`src/rtl/mem_arbiter_pkg.sv`:
```
// Shared types for the instruction/data memory arbiter: access sequencer states
// and the grant identifier latched for the access in flight.
package mem_arbiter_pkg;

  typedef enum logic [1:0] {
    ARB_IDLE    = 2'd0,
    ARB_ACCESS  = 2'd1,
    ARB_RESPOND = 2'd2
  } arb_state_e;

  typedef enum logic {
    ARB_GRANT_INST = 1'b0,
    ARB_GRANT_DATA = 1'b1
  } arb_grant_e;

endpackage : mem_arbiter_pkg

```
`src/rtl/mem_arbiter.sv`:
```
// Shares one single-port synchronous memory between instruction fetch and load/store.
// Each access runs IDLE -> ACCESS -> RESPOND; data has priority, bounded by a fetch starvation limit.
module mem_arbiter
  import mem_arbiter_pkg::*;
#(
  parameter int ADDR_WIDTH   = 32,
  parameter int DATA_WIDTH   = 32,
  parameter int STREAK_LIMIT = 4
) (
  input  logic                    clock,
  input  logic                    reset,
  input  logic                    inst_req,
  input  logic [ADDR_WIDTH-1:0]   inst_addr,
  output logic                    inst_ack,
  output logic [DATA_WIDTH-1:0]   inst_data,
  input  logic                    data_req,
  input  logic                    data_write_enable,
  input  logic [ADDR_WIDTH-1:0]   data_addr,
  input  logic [DATA_WIDTH-1:0]   data_wdata,
  input  logic [DATA_WIDTH/8-1:0] data_byte_select,
  output logic                    data_ack,
  output logic [DATA_WIDTH-1:0]   data_rdata,
  output logic                    mem_chip_enable,
  output logic                    mem_write_enable,
  output logic [ADDR_WIDTH-1:0]   mem_addr,
  output logic [DATA_WIDTH-1:0]   mem_wdata,
  output logic [DATA_WIDTH/8-1:0] mem_byte_select,
  input  logic [DATA_WIDTH-1:0]   mem_rdata,
  output logic                    stall_request
);

  localparam int BSW = DATA_WIDTH / 8;
  localparam int SW  = $clog2(STREAK_LIMIT + 1);
  localparam logic [SW-1:0] STREAK_MAX = SW'(STREAK_LIMIT);

  arb_state_e             state_q, state_d;
  arb_grant_e             winner_q, winner_d;
  logic [SW-1:0]          streak_q, streak_d;
  logic [ADDR_WIDTH-1:0]  mem_addr_q, mem_addr_d;
  logic [DATA_WIDTH-1:0]  mem_wdata_q, mem_wdata_d;
  logic [BSW-1:0]         mem_be_q, mem_be_d;
  logic                   mem_we_q, mem_we_d;
  logic                   inst_ack_q, inst_ack_d;
  logic                   data_ack_q, data_ack_d;
  logic                   grant_data_s;

  // Data wins unless a waiting fetch has already been passed over STREAK_LIMIT times.
  assign grant_data_s = data_req & ~(inst_req & (streak_q == STREAK_MAX));

  // Next-state, grant latching and streak bookkeeping.
  always_comb begin
    state_d     = state_q;
    winner_d    = winner_q;
    streak_d    = streak_q;
    mem_addr_d  = mem_addr_q;
    mem_wdata_d = mem_wdata_q;
    mem_be_d    = mem_be_q;
    mem_we_d    = mem_we_q;
    inst_ack_d  = 1'b0;
    data_ack_d  = 1'b0;
    case (state_q)
      ARB_IDLE: begin
        if (inst_req | data_req) begin
          state_d = ARB_ACCESS;
          if (grant_data_s) begin
            winner_d    = ARB_GRANT_DATA;
            mem_addr_d  = data_addr;
            mem_wdata_d = data_wdata;
            mem_be_d    = data_byte_select;
            mem_we_d    = data_write_enable;
            streak_d    = inst_req ? (streak_q + SW'(1)) : '0;
          end else begin
            winner_d    = ARB_GRANT_INST;
            mem_addr_d  = inst_addr;
            mem_wdata_d = '0;
            mem_be_d    = '1;
            mem_we_d    = 1'b0;
            streak_d    = '0;
          end
        end else begin
          state_d = ARB_IDLE;
        end
      end
      ARB_ACCESS: begin
        state_d    = ARB_RESPOND;
        inst_ack_d = (winner_q == ARB_GRANT_INST);
        data_ack_d = (winner_q == ARB_GRANT_DATA);
      end
      ARB_RESPOND: begin
        state_d = ARB_IDLE;
      end
      default: begin
        state_d = ARB_IDLE;
      end
    endcase
  end

  // State and output registers with synchronous reset.
  always_ff @(posedge clock) begin
    if (reset) begin
      state_q     <= ARB_IDLE;
      winner_q    <= ARB_GRANT_INST;
      streak_q    <= '0;
      mem_addr_q  <= '0;
      mem_wdata_q <= '0;
      mem_be_q    <= '0;
      mem_we_q    <= 1'b0;
      inst_ack_q  <= 1'b0;
      data_ack_q  <= 1'b0;
    end else begin
      state_q     <= state_d;
      winner_q    <= winner_d;
      streak_q    <= streak_d;
      mem_addr_q  <= mem_addr_d;
      mem_wdata_q <= mem_wdata_d;
      mem_be_q    <= mem_be_d;
      mem_we_q    <= mem_we_d;
      inst_ack_q  <= inst_ack_d;
      data_ack_q  <= data_ack_d;
    end
  end

  // Gating with ~reset keeps a reset in ACCESS from committing a write and in RESPOND from acking.
  assign mem_chip_enable  = (state_q == ARB_ACCESS) & ~reset;
  assign mem_write_enable = mem_chip_enable & mem_we_q;
  assign mem_addr         = mem_addr_q;
  assign mem_wdata        = mem_wdata_q;
  assign mem_byte_select  = mem_be_q;

  assign inst_ack   = inst_ack_q & ~reset;
  assign data_ack   = data_ack_q & ~reset;
  assign inst_data  = inst_ack ? mem_rdata : '0;
  assign data_rdata = data_ack ? mem_rdata : '0;

  assign stall_request = (inst_req & ~inst_ack) | (data_req & ~data_ack);

endmodule : mem_arbiter

```
`config.mk`:
```
export PLATFORM = sky130hd
export DESIGN_NAME = mem_arbiter
export DESIGN_NICKNAME = d
export VERILOG_FILES = /design/src/rtl/mem_arbiter_pkg.sv /design/src/rtl/mem_arbiter.sv
export SDC_FILE = /design/constraint.sdc
export NUM_CORES = 1
export LEC_CHECK = 0
export CORE_MARGIN = 5
export CORE_UTILIZATION = 35
export CTS_CLUSTER_DIAMETER = 150
export CTS_CLUSTER_SIZE = 14
export DETAILED_ROUTE_END_ITERATION = 8
export PLACE_DENSITY = 0.83
export SLEW_MARGIN = 15
export SYNTH_ARGS = -nofsm -noshare
export SYNTH_HDL_FRONTEND = slang
export SYNTH_SLANG_ARGS = --single-unit
```
`constraint.sdc`:
```
create_clock -name clock -period 1.67 [get_ports clock]
set_input_delay 0.167 -clock clock [delete_from_list [all_inputs] [get_ports clock]]
set_output_delay 0.167 -clock clock [all_outputs]
set_load 0.02 [all_outputs]
```
# ---- After elaboration in Yosys (flattened, before gate mapping)
# Index checks and enable logic that the tools add are counted.
dict set report word_totals {
  regBits 77
  latchBits 0
  mem_bits_rw 0
  mem_bits_ro 0
  inputBits 137
  output_inout_bits 137
  word_cells 42
  mem_count 0
}
dict set report op_classes {
  addsub 1
  multipliers 0
  n_div 0
  n_lt_le_gt_ge 0
  eq_ne 2
  n_shift 0
  mux 11
  bitwise_logic 16
  reduce_logical 3
}
# cell n
set ops {}
lappend ops {{32-bit 2-to-1 mux} 4}
lappend ops {{1-bit bitwise AND} 8}
lappend ops {{3-bit 2-to-1 mux} 2}
lappend ops {{1-bit NOT} 6}
lappend ops {{4-bit 2-to-1 mux} 1}
lappend ops {{2-bit one-hot mux with 2 select lines} 1}
lappend ops {{3-bit by 1-bit adder with 3-bit output, second input constant} 1}
lappend ops {{3-bit equality test, second input constant} 1}
lappend ops {{1-bit 2-to-1 mux} 3}
lappend ops {{2-bit by 1-bit equality test with 1-bit output, second input constant} 1}
lappend ops {{2-bit zero test} 1}
lappend ops {{1-bit bitwise OR} 2}
lappend ops {{2-bit AND reduction} 1}
lappend ops {{2-bit OR reduction} 1}

# ---- Longest topological paths before layout
# Gate-level depths: netlist of run 1.
dict set report depth {
  word_depth 5
  depth_mapped 7
  ltp_nobuf 5
}

# ---- Worst setup path before layout of run 1
# OpenSTA, ideal clock, no wires.
dict set report synth_timing {
  path_type {reg2out}
  from {register state_q[0]}
  to {output mem_write_enable}
  arrival_ns 1.375
  t_required_ns 1.503
  path_slack_ns 0.128
  path_stages_with_launch 3
  n_path_buf 0
  path_cell_list {dfxtp_1 nor3b_1 and2_1}
}
dict set report synth_between {
  elab_chain_cells 3
}
# element line_no
set synth_lines {}
lappend synth_lines {{start, declared} mem_arbiter.sv:36} ;# arb_state_e state_q, state_d;
lappend synth_lines {{start signal, assigned} mem_arbiter.sv:111} ;# state_q <= state_d;
lappend synth_lines {{2-bit by 1-bit equality test with 1-bit output} mem_arbiter.sv:124} ;# assign mem_chip_enable = (state_q == ARB_ACCESS) & ~reset;
lappend synth_lines {{1-bit bitwise AND} mem_arbiter.sv:124}
lappend synth_lines {{named net mem_chip_enable} mem_arbiter.sv:23} ;# output logic mem_chip_enable,
lappend synth_lines {{1-bit bitwise AND} mem_arbiter.sv:125} ;# assign mem_write_enable = mem_chip_enable & mem_we_q;
lappend synth_lines {{end, declared} mem_arbiter.sv:24} ;# output logic mem_write_enable,
# The timed path passes the listed nets, and every way through them passes these cells.

# ---- Worst setup path after layout of run 1
dict set report layout_timing {
  from {register data_ack_q}
  to {output data_rdata[2]}
}
dict set report layout_between {
  elab_chain_cells 2
}
# element line_no
set layout_lines {}
lappend layout_lines {{start, declared} mem_arbiter.sv:44} ;# logic data_ack_q, data_ack_d;
lappend layout_lines {{start signal, assigned} mem_arbiter.sv:119} ;# data_ack_q <= data_ack_d;
lappend layout_lines {{1-bit bitwise AND} mem_arbiter.sv:131} ;# assign data_ack = data_ack_q & ~reset;
lappend layout_lines {{32-bit 2-to-1 mux} mem_arbiter.sv:133} ;# assign data_rdata = data_ack ? mem_rdata : '0;
lappend layout_lines {{end, declared} mem_arbiter.sv:22} ;# output logic [DATA_WIDTH-1:0] data_rdata,
# Every way passes these cells.

==> results of run 1 <==
-- flip-flops by register name (all words and copies together) (netlist names) --
register	cells
mem_addr	32
mem_wdata	32
mem_byte_select	4
streak_q	3
state_q	2
data_ack_q	1
inst_ack_q	1
mem_we_q	1
winner_q	1
-- area by class of cell --
type                    count  area (µm²)  share of cell area (%)
inverters                   5        18.8                   0.275
well taps                 136         170                    2.49
flip-flops and latches     77        1540                    22.6
multi-input cells         326        1960                    28.7
clock buffers              11         141                    2.07
repair buffers            299        2910                    42.7
clock inverters             5        83.8                    1.23
-- metal layers --
| metal | vias to the layer above | GRT usage, % | wire length, µm |
|---|---|---|---|
| met2 | 223 | 42.4 | 8450 |
| met4 | 0 | 9.86 | 570 |
| li1 | 2184 | - | - |
| met1 | 2169 | 26.6 | 6330 |
| met3 | 47 | 5.88 | 1190 |
| met5 | - | 0 | 0 |
-- per-stage QoR --
| step | TNS [ps] | cells | hold WS, ps |
|---|---|---|---|
| 2_1_floorplan | 0 | 461 | 315 |
| 3_3_place_gp | -354 | 843 | 425 |
| 3_5_place_dp | -2670 | 843 | 437 |
| 4_1_cts | 0 | 859 | 137 |
| 5_1_grt | 0 | 859 | 183 |
| 6_report | 0 | 859 | 201 |
-- power by group through the flow --
stage	combinational, mW	clock, mW	sequential, mW
2_1_floorplan	0.480	0	2.29
3_3_place_gp	1.47	0	2.11
3_5_place_dp	1.50	0	2.12
4_1_cts	1.49	1.62	2.08
5_1_grt	1.58	1.71	2.09
6_report	1.49	1.58	2.08
-- logic make-up after synthesis --
kind of cell,count (synthesis),synth area share [%]
fa+ha+maj,2,0.669
compound gates,174,27.6
flops,77,41.2
simple gates,150,23.6
buf+inv,58,6.93
-- what timing repair did --
item / 4_1_cts / 5_1_grt
hold buffers: 0 / 0
setup endpoints to repair: 68 / 64
gates resized for setup: 176 / 29
-- worst max-delay path by stage --
stage / startpoint / slack (ps) / endpoint / cells past startpoint
finish: data_ack_q$_SDFF_PN0_ / 70 / data_rdata[2] / 4
global route: inst_ack_q$_SDFF_PN0_ / 2 / inst_data[2] / 4
CTS: inst_ack_q$_SDFF_PN0_ / 1 / inst_data[15] / 4
detailed placement: data_req / -130 / stall_request / 4
global placement: data_req / -130 / stall_request / 4
floorplan: state_q[0]$_SDFF_PP0_ / 130 / mem_write_enable / 2
-- worst register-to-register path, stage by stage (launching register included) --
cell and delay (ps):
sky130_fd_sc_hd__dfxtp_1 320, sky130_fd_sc_hd__inv_1 90, sky130_fd_sc_hd__ha_1 220, sky130_fd_sc_hd__and3_2 220, sky130_fd_sc_hd__buf_12 170, sky130_fd_sc_hd__o21ai_0 100
sky130_fd_sc_hd__a311oi_1 310
-- synthesized netlist by cell type, types with 2 or more instances --
cell / count
sky130_fd_sc_hd__nor2b_1: 3
sky130_fd_sc_hd__a21oi_1: 68
sky130_fd_sc_hd__a311oi_1: 31
sky130_fd_sc_hd__dfxtp_1: 77
sky130_fd_sc_hd__buf_4: 3
sky130_fd_sc_hd__inv_1: 5
sky130_fd_sc_hd__buf_2: 17
sky130_fd_sc_hd__o221a_2: 4
sky130_fd_sc_hd__nor2_1: 2
sky130_fd_sc_hd__nand3_1: 67
sky130_fd_sc_hd__and2_1: 66
sky130_fd_sc_hd__clkbuf_1: 30
sky130_fd_sc_hd__ha_1: 2
sky130_fd_sc_hd__nor3b_1: 2
sky130_fd_sc_hd__o21ai_0: 62
sky130_fd_sc_hd__o21ai_1: 5
==> flow_metrics.env, run 1 <==
export IMPL_yosys_cell_types_count=33
export IMPL_slew_of_the_pin_with_the_lowest_slew_margin_ps=772
export IMPL_status="complete, no violations"
export IMPL_grt_antenna_before_repair=0
export IMPL_ratio_of_routed_vias_to_standard_cells=5.38
export IMPL_port_buffer_count=273
export IMPL_combPwrFrac_pct=28.9
export IMPL_hold_depth=3
export IMPL_min_to="state_q[1]$_SDFF_PP0_"
export IMPL_synth_sequential_area_ratio_pct=41.2
export IMPL_cp_num_buf_inv=2
export IMPL_post_route_cells_drive_above_1_share_pct=16.7
export IMPL_dp_final_hpwl_um=12400
export IMPL_crit_path_cell_trace="nor2b_4 > buf_12 > and2_1 > clkdlybuf4s15_2"
export IMPL_syn_area_um2=3740
export IMPL_ir_worst_vdd_uv=549
export IMPL_hold_path_class="primary input to flip-flop"
export IMPL_power_share_sequential_pct=40.3
export IMPL_row_count=37
export IMPL_clk_root_buffer_cell="sky130_fd_sc_hd__clkbuf_8"
export IMPL_p_per_area_nw_per_um2=754
export IMPL_timing_fmax_mhz=624
export IMPL_cell_with_the_largest_stage_delay_on_the_worst_path="sky130_fd_sc_hd__dfxtp_1"
export IMPL_power_mw=5.15
export IMPL_grt_overflow=0
export IMPL_critPathRequiredTime_ps=1500
export IMPL_die_area_um2=12800
export IMPL_total_of_flip_flops_plus_latches_after_synthesis=77
export IMPL_detailedPlace_worstSlack_ps=-127
export IMPL_slew_violations=0
export IMPL_rr_endpoint="mem_addr[12]$_SDFFE_PP0P_"
export IMPL_p_sw_mw=1.49
export IMPL_p_int_mw=3.66
export IMPL_number_of_inserted_diodes=0
export IMPL_worst_setup_path_type="flip-flop to output port"
export IMPL_fp_dieH_um=113
export IMPL_final_antenna_net_count=0
export IMPL_cell_taking_the_most_area_after_synthesis="sky130_fd_sc_hd__dfxtp_1"
export IMPL_slowest_stage_delay_on_critical_path_ps=320
export IMPL_critPathTopFamily="buffers and inverters"
export IMPL_final_design_instance_area_without_fill_um2=6830
export IMPL_clk_insertion_delay_late_ps=340
export IMPL_drt_pass1_iter_count=5
export IMPL_drt_iter0_drc=407
export IMPL_last_weighted_congestion_value_of_the_routability_driven_placer=0.865
export IMPL_post_route_worst_setup_slack_ps=67.3
export IMPL_fillCellCount=854
export IMPL_final_common_cell="sky130_fd_sc_hd__clkdlybuf4s50_1"
export IMPL_yosys_area_top_type_share_pct=41.2
export IMPL_placement_cell_area_um2=6690
export IMPL_yosys_warnings=0
export IMPL_total_wire_length_after_detailed_routing_um=16500
export IMPL_p_sw_share_pct=29.0
export IMPL_grt_max_degree=72
export IMPL_finalNetCount=857
export IMPL_path_clk_slew_ps=80
export IMPL_width_of_the_die_um=113
export IMPL_layout_core_utilization_pct=65.9
export IMPL_slack_of_the_worst_reg_to_reg_path_ps=130
export IMPL_cp_end_kind="output port"
export IMPL_timing_max_slew_rel_slack_pct=48.5
export IMPL_dominantRegCellSynth="sky130_fd_sc_hd__dfxtp_1"
export IMPL_count_of_max_cap_constraint_violations=0
export IMPL_worst_setup_path_start_kind="flip-flop"
export IMPL_numCtsBuffers=9
export IMPL_placeableCoreArea_um2=10400
export IMPL_report_final_hold_viol_count=0
export IMPL_final_setup_violations=0
export IMPL_io_pin_count=274
export IMPL_area_contributors_post_synth="sky130_fd_sc_hd__dfxtp_1, sky130_fd_sc_hd__and2_1, sky130_fd_sc_hd__a21oi_1, sky130_fd_sc_hd__nand3_1, sky130_fd_sc_hd__o21ai_0"
export IMPL_cp_data_arrival_time_ps=1440
export IMPL_syn_inst=461
export IMPL_share_clk_of_total_power_pct=30.8
export IMPL_routed_via_count=4623
export IMPL_avgSynthCellArea_um2=8.11
export IMPL_worstRegToRegCells=6
export IMPL_numClockSinks=77
export IMPL_grt_pass1_wl_um=24200
export IMPL_mappedNetlistNets=600
export IMPL_final_setup_skew_ps=6.72
export IMPL_clock_path_buffers=2
export IMPL_tritoncts_clock_tree="done"
export IMPL_initial_utilization_pct=36.0
export IMPL_post_cts_setup_buffers=0
export IMPL_grt_total_usage_pct=23.7
export IMPL_grt_pass1_vias=4525
export IMPL_period_needed_ps=1600
export IMPL_timing_critical_path_fanout_max=33
export IMPL_area_delta_synth_final_pct=82.8
export IMPL_period_share_pct=96.0
export IMPL_rsz_0062_raised_after_global_routing="false"
export IMPL_regToRegStartpoint="streak_q[0]$_SDFFE_PP0P_"
export IMPL_layout_cells_most_common_list="sky130_fd_sc_hd__clkdlybuf4s50_1, sky130_fd_sc_hd__dfxtp_1, sky130_fd_sc_hd__a21oi_1, sky130_fd_sc_hd__and2_1, sky130_fd_sc_hd__nand3_1"
export IMPL_asyncSetResetFlopFracSynth_pct=0
export IMPL_leakagePower_nw=2.57
export IMPL_timing_hold_worst_start="reset"
export IMPL_drt_drc_violations_left=0
export IMPL_wl_per_cell_um=19.3
export IMPL_edff_count_synth=0
export IMPL_cts_htree_levels=3
Note: power is estimated with default switching activity, not from simulation.
==> run 2: changes to the inputs <==
--- a/config.mk
+++ b/config.mk
@@ -11,6 +11,7 @@
 export CTS_CLUSTER_SIZE = 14
 export DETAILED_ROUTE_END_ITERATION = 8
 export PLACE_DENSITY = 0.83
+export SETUP_SLACK_MARGIN = 0.15
 export SLEW_MARGIN = 15
 export SYNTH_ARGS = -nofsm -noshare
 export SYNTH_HDL_FRONTEND = slang
==> flow_metrics.env, run 2 (synthesis gave the netlist of run 1 again) <==
export IMPL_status="complete, no violations"
export IMPL_fp_dieH_um=113
export IMPL_report_final_hold_viol_count=0
export IMPL_cts_htree_levels=3
export IMPL_period_share_pct=96.1
export IMPL_hold_depth=3
export IMPL_ir_worst_vdd_uv=673
export IMPL_clk_insertion_delay_late_ps=350
export IMPL_final_setup_skew_ps=17.0
export IMPL_path_clk_slew_ps=70
export IMPL_min_to="inst_ack_q$_SDFF_PN0_"
export IMPL_critPathRequiredTime_ps=1500
export IMPL_final_setup_tns_ps=0
export IMPL_row_count=37
export IMPL_post_route_cells_drive_above_1_share_pct=19.9
export IMPL_dp_final_hpwl_um=12000
export IMPL_slew_violations=0
export IMPL_clock_path_buffers=2
export IMPL_cp_data_arrival_time_ps=1440
export IMPL_slew_of_the_pin_with_the_lowest_slew_margin_ps=448
export IMPL_grt_max_degree=40
export IMPL_total_wire_length_after_detailed_routing_um=16900
export IMPL_combPwrFrac_pct=29.7
export IMPL_finalNetCount=866
export IMPL_p_sw_mw=1.53
export IMPL_layout_cells_most_common_list="sky130_fd_sc_hd__clkdlybuf4s50_1, sky130_fd_sc_hd__dfxtp_1, sky130_fd_sc_hd__a21oi_1, sky130_fd_sc_hd__nand3_1, sky130_fd_sc_hd__and2_1"
export IMPL_drt_pass1_iter_count=5
export IMPL_numCtsBuffers=9
export IMPL_hold_buffers=0
export IMPL_timing_hold_worst_start="reset"
export IMPL_cp_end_kind="output port"
export IMPL_grt_pass1_wl_um=24500
export IMPL_drt_iter0_drc=482
export IMPL_regToRegStartpoint="streak_q[0]$_SDFFE_PP0P_"
export IMPL_placeableCoreArea_um2=10400
export IMPL_worst_setup_path_type="flip-flop to output port"
export IMPL_slack_of_the_worst_reg_to_reg_path_ps=230
export IMPL_final_common_cell="sky130_fd_sc_hd__clkdlybuf4s50_1"
export IMPL_final_setup_violations=0
export IMPL_grt_total_usage_pct=24.0
export IMPL_numClockSinks=77
export IMPL_p_per_area_nw_per_um2=729
export IMPL_power_share_sequential_pct=41.1
export IMPL_area_delta_synth_final_pct=85.0
export IMPL_hold_path_class="primary input to flip-flop"
export IMPL_leakagePower_nw=3.43
export IMPL_initial_utilization_pct=36.0
export IMPL_layout_core_utilization_pct=66.7
export IMPL_worstRegToRegCells=6
export IMPL_final_antenna_net_count=0
export IMPL_share_clk_of_total_power_pct=29.2
export IMPL_clk_root_buffer_cell="sky130_fd_sc_hd__clkbuf_8"
export IMPL_wl_per_cell_um=19.5
export IMPL_number_of_inserted_diodes=0
export IMPL_grt_pass1_vias=4552
export IMPL_p_int_mw=3.51
export IMPL_period_needed_ps=1610
export IMPL_grt_overflow=0
export IMPL_die_area_um2=12800
export IMPL_timing_max_slew_rel_slack_pct=70.1
export IMPL_count_of_max_cap_constraint_violations=0
export IMPL_last_weighted_congestion_value_of_the_routability_driven_placer=0.873
export IMPL_tritoncts_clock_tree="done"
export IMPL_worst_setup_path_start_kind="flip-flop"
export IMPL_width_of_the_die_um=113
export IMPL_io_pin_count=274
export IMPL_ratio_of_routed_vias_to_standard_cells=5.49
export IMPL_drt_drc_violations_left=0
export IMPL_routed_via_count=4766
export IMPL_grt_antenna_before_repair=0
export IMPL_p_sw_share_pct=30.4
export IMPL_port_buffer_count=273
export IMPL_timing_critical_path_fanout_max=7
export IMPL_rr_endpoint="mem_addr[13]$_SDFFE_PP0P_"
export IMPL_timing_fmax_mhz=623
export IMPL_rsz_0062_raised_after_global_routing="true"
[run 2: how the worst max path moves through the flow]
stage | from | to | cells past startpoint
finish | data_ack_q$_SDFF_PN0_ | stall_request | 6
global route | data_ack_q$_SDFF_PN0_ | stall_request | 6
global placement | data_req | stall_request | 4
floorplan | streak_q[0]$_SDFFE_PP0P_ | mem_addr[25]$_SDFFE_PP0P_ | 6
CTS | data_ack_q$_SDFF_PN0_ | stall_request | 6
detailed placement | inst_req | mem_addr[6]$_SDFFE_PP0P_ | 6
[run 2: per-stage QoR]
step	std cells	power (mW)	hold WS [ps]	instance area, µm²	setup WS (ps)
after detailed placement	843	3.61	431	6700	-75.8
after floorplan	461	2.77	315	3740	272
after global placement	843	3.58	424	6700	-35.5
final	868	5.04	231	6920	64.6
after global routing	868	5.27	238	6920	-3.15
after CTS	863	5.06	223	6770	35.6
[run 2: power groups by stage]
stage | Combinational (mW) | Sequential, mW | Clock (mW)
after floorplan | 0.480 | 2.29 | 0
after global placement | 1.47 | 2.11 | 0
after detailed placement | 1.50 | 2.11 | 0
after CTS | 1.50 | 2.07 | 1.49
after global routing | 1.59 | 2.09 | 1.59
final | 1.50 | 2.07 | 1.47
[run 2: layout make-up]
cell class	instances	area, µm²
clock buffers	10	138
repair buffers	308	2960
well taps	136	170
multi-input cells	326	2010
fillers	849	3450
inverters	5	18.8
flip-flops and latches	77	1540
clock inverters	6	68.8
[run 2: metal layers]
metal / up-vias / routed length (µm) / GRT usage [%]
met4: 0 / 484 / 8.17
met1: 2245 / 6240 / 27.3
met3: 36 / 1470 / 7.59
met5: - / 0 / 0
li1: 2206 / - / -
met2: 279 / 8720 / 42.3
[run 2: worst max-delay path, cell delays in order (launching register included)]
cell and delay (ps):
sky130_fd_sc_hd__dfxtp_1 300, sky130_fd_sc_hd__nor2b_4 130, sky130_fd_sc_hd__buf_6 130, sky130_fd_sc_hd__buf_6 130
sky130_fd_sc_hd__buf_4 140, sky130_fd_sc_hd__o22ai_4 140, sky130_fd_sc_hd__buf_6 140
[run 2: repair_timing]
action / 4_1_cts / 5_1_grt
setup endpoints to repair: 76 / 155
cloned: 1 / 2
gates resized for setup: 289 / 67
pin swaps: 2 / 6
buffers inserted: 3 / 3
==> run 3: changes to the inputs <==
--- a/config.mk
+++ b/config.mk
@@ -10,6 +10,7 @@
 export CTS_CLUSTER_DIAMETER = 150
 export CTS_CLUSTER_SIZE = 14
 export DETAILED_ROUTE_END_ITERATION = 8
+export GPL_ROUTABILITY_DRIVEN = 0
 export PLACE_DENSITY = 0.83
 export SETUP_SLACK_MARGIN = 0.15
 export SLEW_MARGIN = 15
==> results of run 3 <==
Final layout, timing and power as in run 2 (identical DEF).
==> variant, RTL diff (settings of run 2) <==
Make the reset (`reset`) asynchronous in one clocked block. Comments in the files are not updated.
--- a/src/rtl/mem_arbiter.sv
+++ b/src/rtl/mem_arbiter.sv
@@ -96,7 +96,7 @@
   end
 
   // State and output registers with synchronous reset.
-  always_ff @(posedge clock) begin
+  always_ff @(posedge clock or posedge reset) begin
     if (reset) begin
       state_q     <= ARB_IDLE;
       winner_q    <= ARB_GRANT_INST;
Check against the original RTL: differs if reset is asserted again (counterexample within 4 cycles, from zero or initial values and one cycle with reset high); with reset held inactive, the same outputs for 10 cycles.
==> variant against run 2 <==
Setup slack better by 0.061 ns; cell area is 0.60% lower; synthesized area is 3.9% higher; sequential share of layout area is 5.7 points higher; sequential cell count stayed put; die area is 3.5% higher; worst hold slack better by 0.18 ns; wire length is 5.8% lower; maximum frequency is 4.0% higher.
Power is not compared: it rests on default switching activity, and its combinational part moved more than twofold at a synthesized area within 25%.
==> variant: results (changes against run 2) <==
status complete, no violations; Largest stage delay, worst path 0.37 ns (+0.07 ns); beginning of the worst hold path data_wdata[12]; hold endpoint mem_wdata[12]; Vias/cell 5.14 (-6.4%); Post-synth top cells dfrtp_1, and2_1, inv_1; register area share after synthesis 49.6% (+8.4 points); Slew HR 53.7% (-16 points); Hold Crit Depth 2 (-1); DRT Wirelength 15.9 mm (-5.8%); fill count 937 (+10%); met2 usage 42.7% (+0.45 points); initial DRC count 174 (-64%); Final Skew 0.0122 ns (-0.00482 ns); routed wl met3 1.47 mm (+0.61%); synthesized area per cell 10.3 µm² (+27%); share of cells above drive strength 1 21.1% (+1.2 points); ys async rst share 100% (+100 points); synth top area cells dfrtp_1, and2_1, a22o_1; CTS clk-pin slew, worst paths 0.09 ns (+0.02 ns); slowest CP cell dfrtp_1; RR Endpoint mem_wdata[4]; routed length on met1 5.45 mm (-13%); Worst Path Arrival 1.38 ns (-0.06 ns); mean routed wirelength per cell 20.0 µm (+2.8%); Synth Area in Adders 0.645% (-0.025 points); Final GP Congestion 0.889 (+1.8%); syn_nets 517 (-14%); compound-gate portion of the synthesized area 18.3% (-9.2 points); Yosys cell types 27 (-18%)
## variant: cell types whose count changed in the layout (fill, tap and decap cells not counted), moves of 10 or more
cell / delta
dlymetal6s2s_1: -27
nand4_1: +31
o221ai_2: +10
dlygate4sd2_1: +48
a22o_1: +34
dfrtp_1: +77
inv_1: +31
o21ai_0: -59
nand3_1: -34
clkdlybuf4s50_1: -21
a21oi_1: -68
a311oi_1: -29
o221ai_1: +22
dfxtp_1: -75
## variant: final cells by class
| cell class | count | area [µm²] | share of cell area, % |
|---|---|---|---|
| flip-flops and latches | 77 | 1930 | 28.0 |
| diodes | 3 | 7.51 | 0.109 |
| inverters | 39 | 150 | 2.18 |
| well taps | 140 | 175 | 2.55 |
| multi-input cells | 223 | 1680 | 24.5 |
| clock buffers | 9 | 124 | 1.80 |
| repair buffers | 298 | 2730 | 39.7 |
| clock inverters | 7 | 81.3 | 1.18 |
## variant: report_power, final
| group | internal (mW) | total, mW | switching (mW) |
|---|---|---|---|
| logic | 2.86 | 6.39 | 3.53 |
| clock network | 0.717 | 1.47 | 0.757 |
| registers | 2.78 | 3.27 | 0.491 |
| total | 6.36 | 11.1 | 4.78 |
## variant: repair_timing
| item | 4_1_cts | 5_1_grt |
|---|---|---|
| resized for setup | 333 | 33 |
| setup endpoints to repair | 117 | 201 |
| setup buffers | 0 | 1 |
| hold buffers | 0 | 0 |
| pin swaps | 0 | 2 |
## variant: logic make-up (layout without fill, tap and decap cells)
kind of cell | count (synthesis) | count (layout)
flip-flops | 77 | 77
adder cells (fa/ha/maj) | 2 | 2
AND/OR/NAND/NOR | 146 | 146
buffers and inverters | 78 | 353
other | 0 | 3
AO/OA/AOI/OAI | 75 | 75
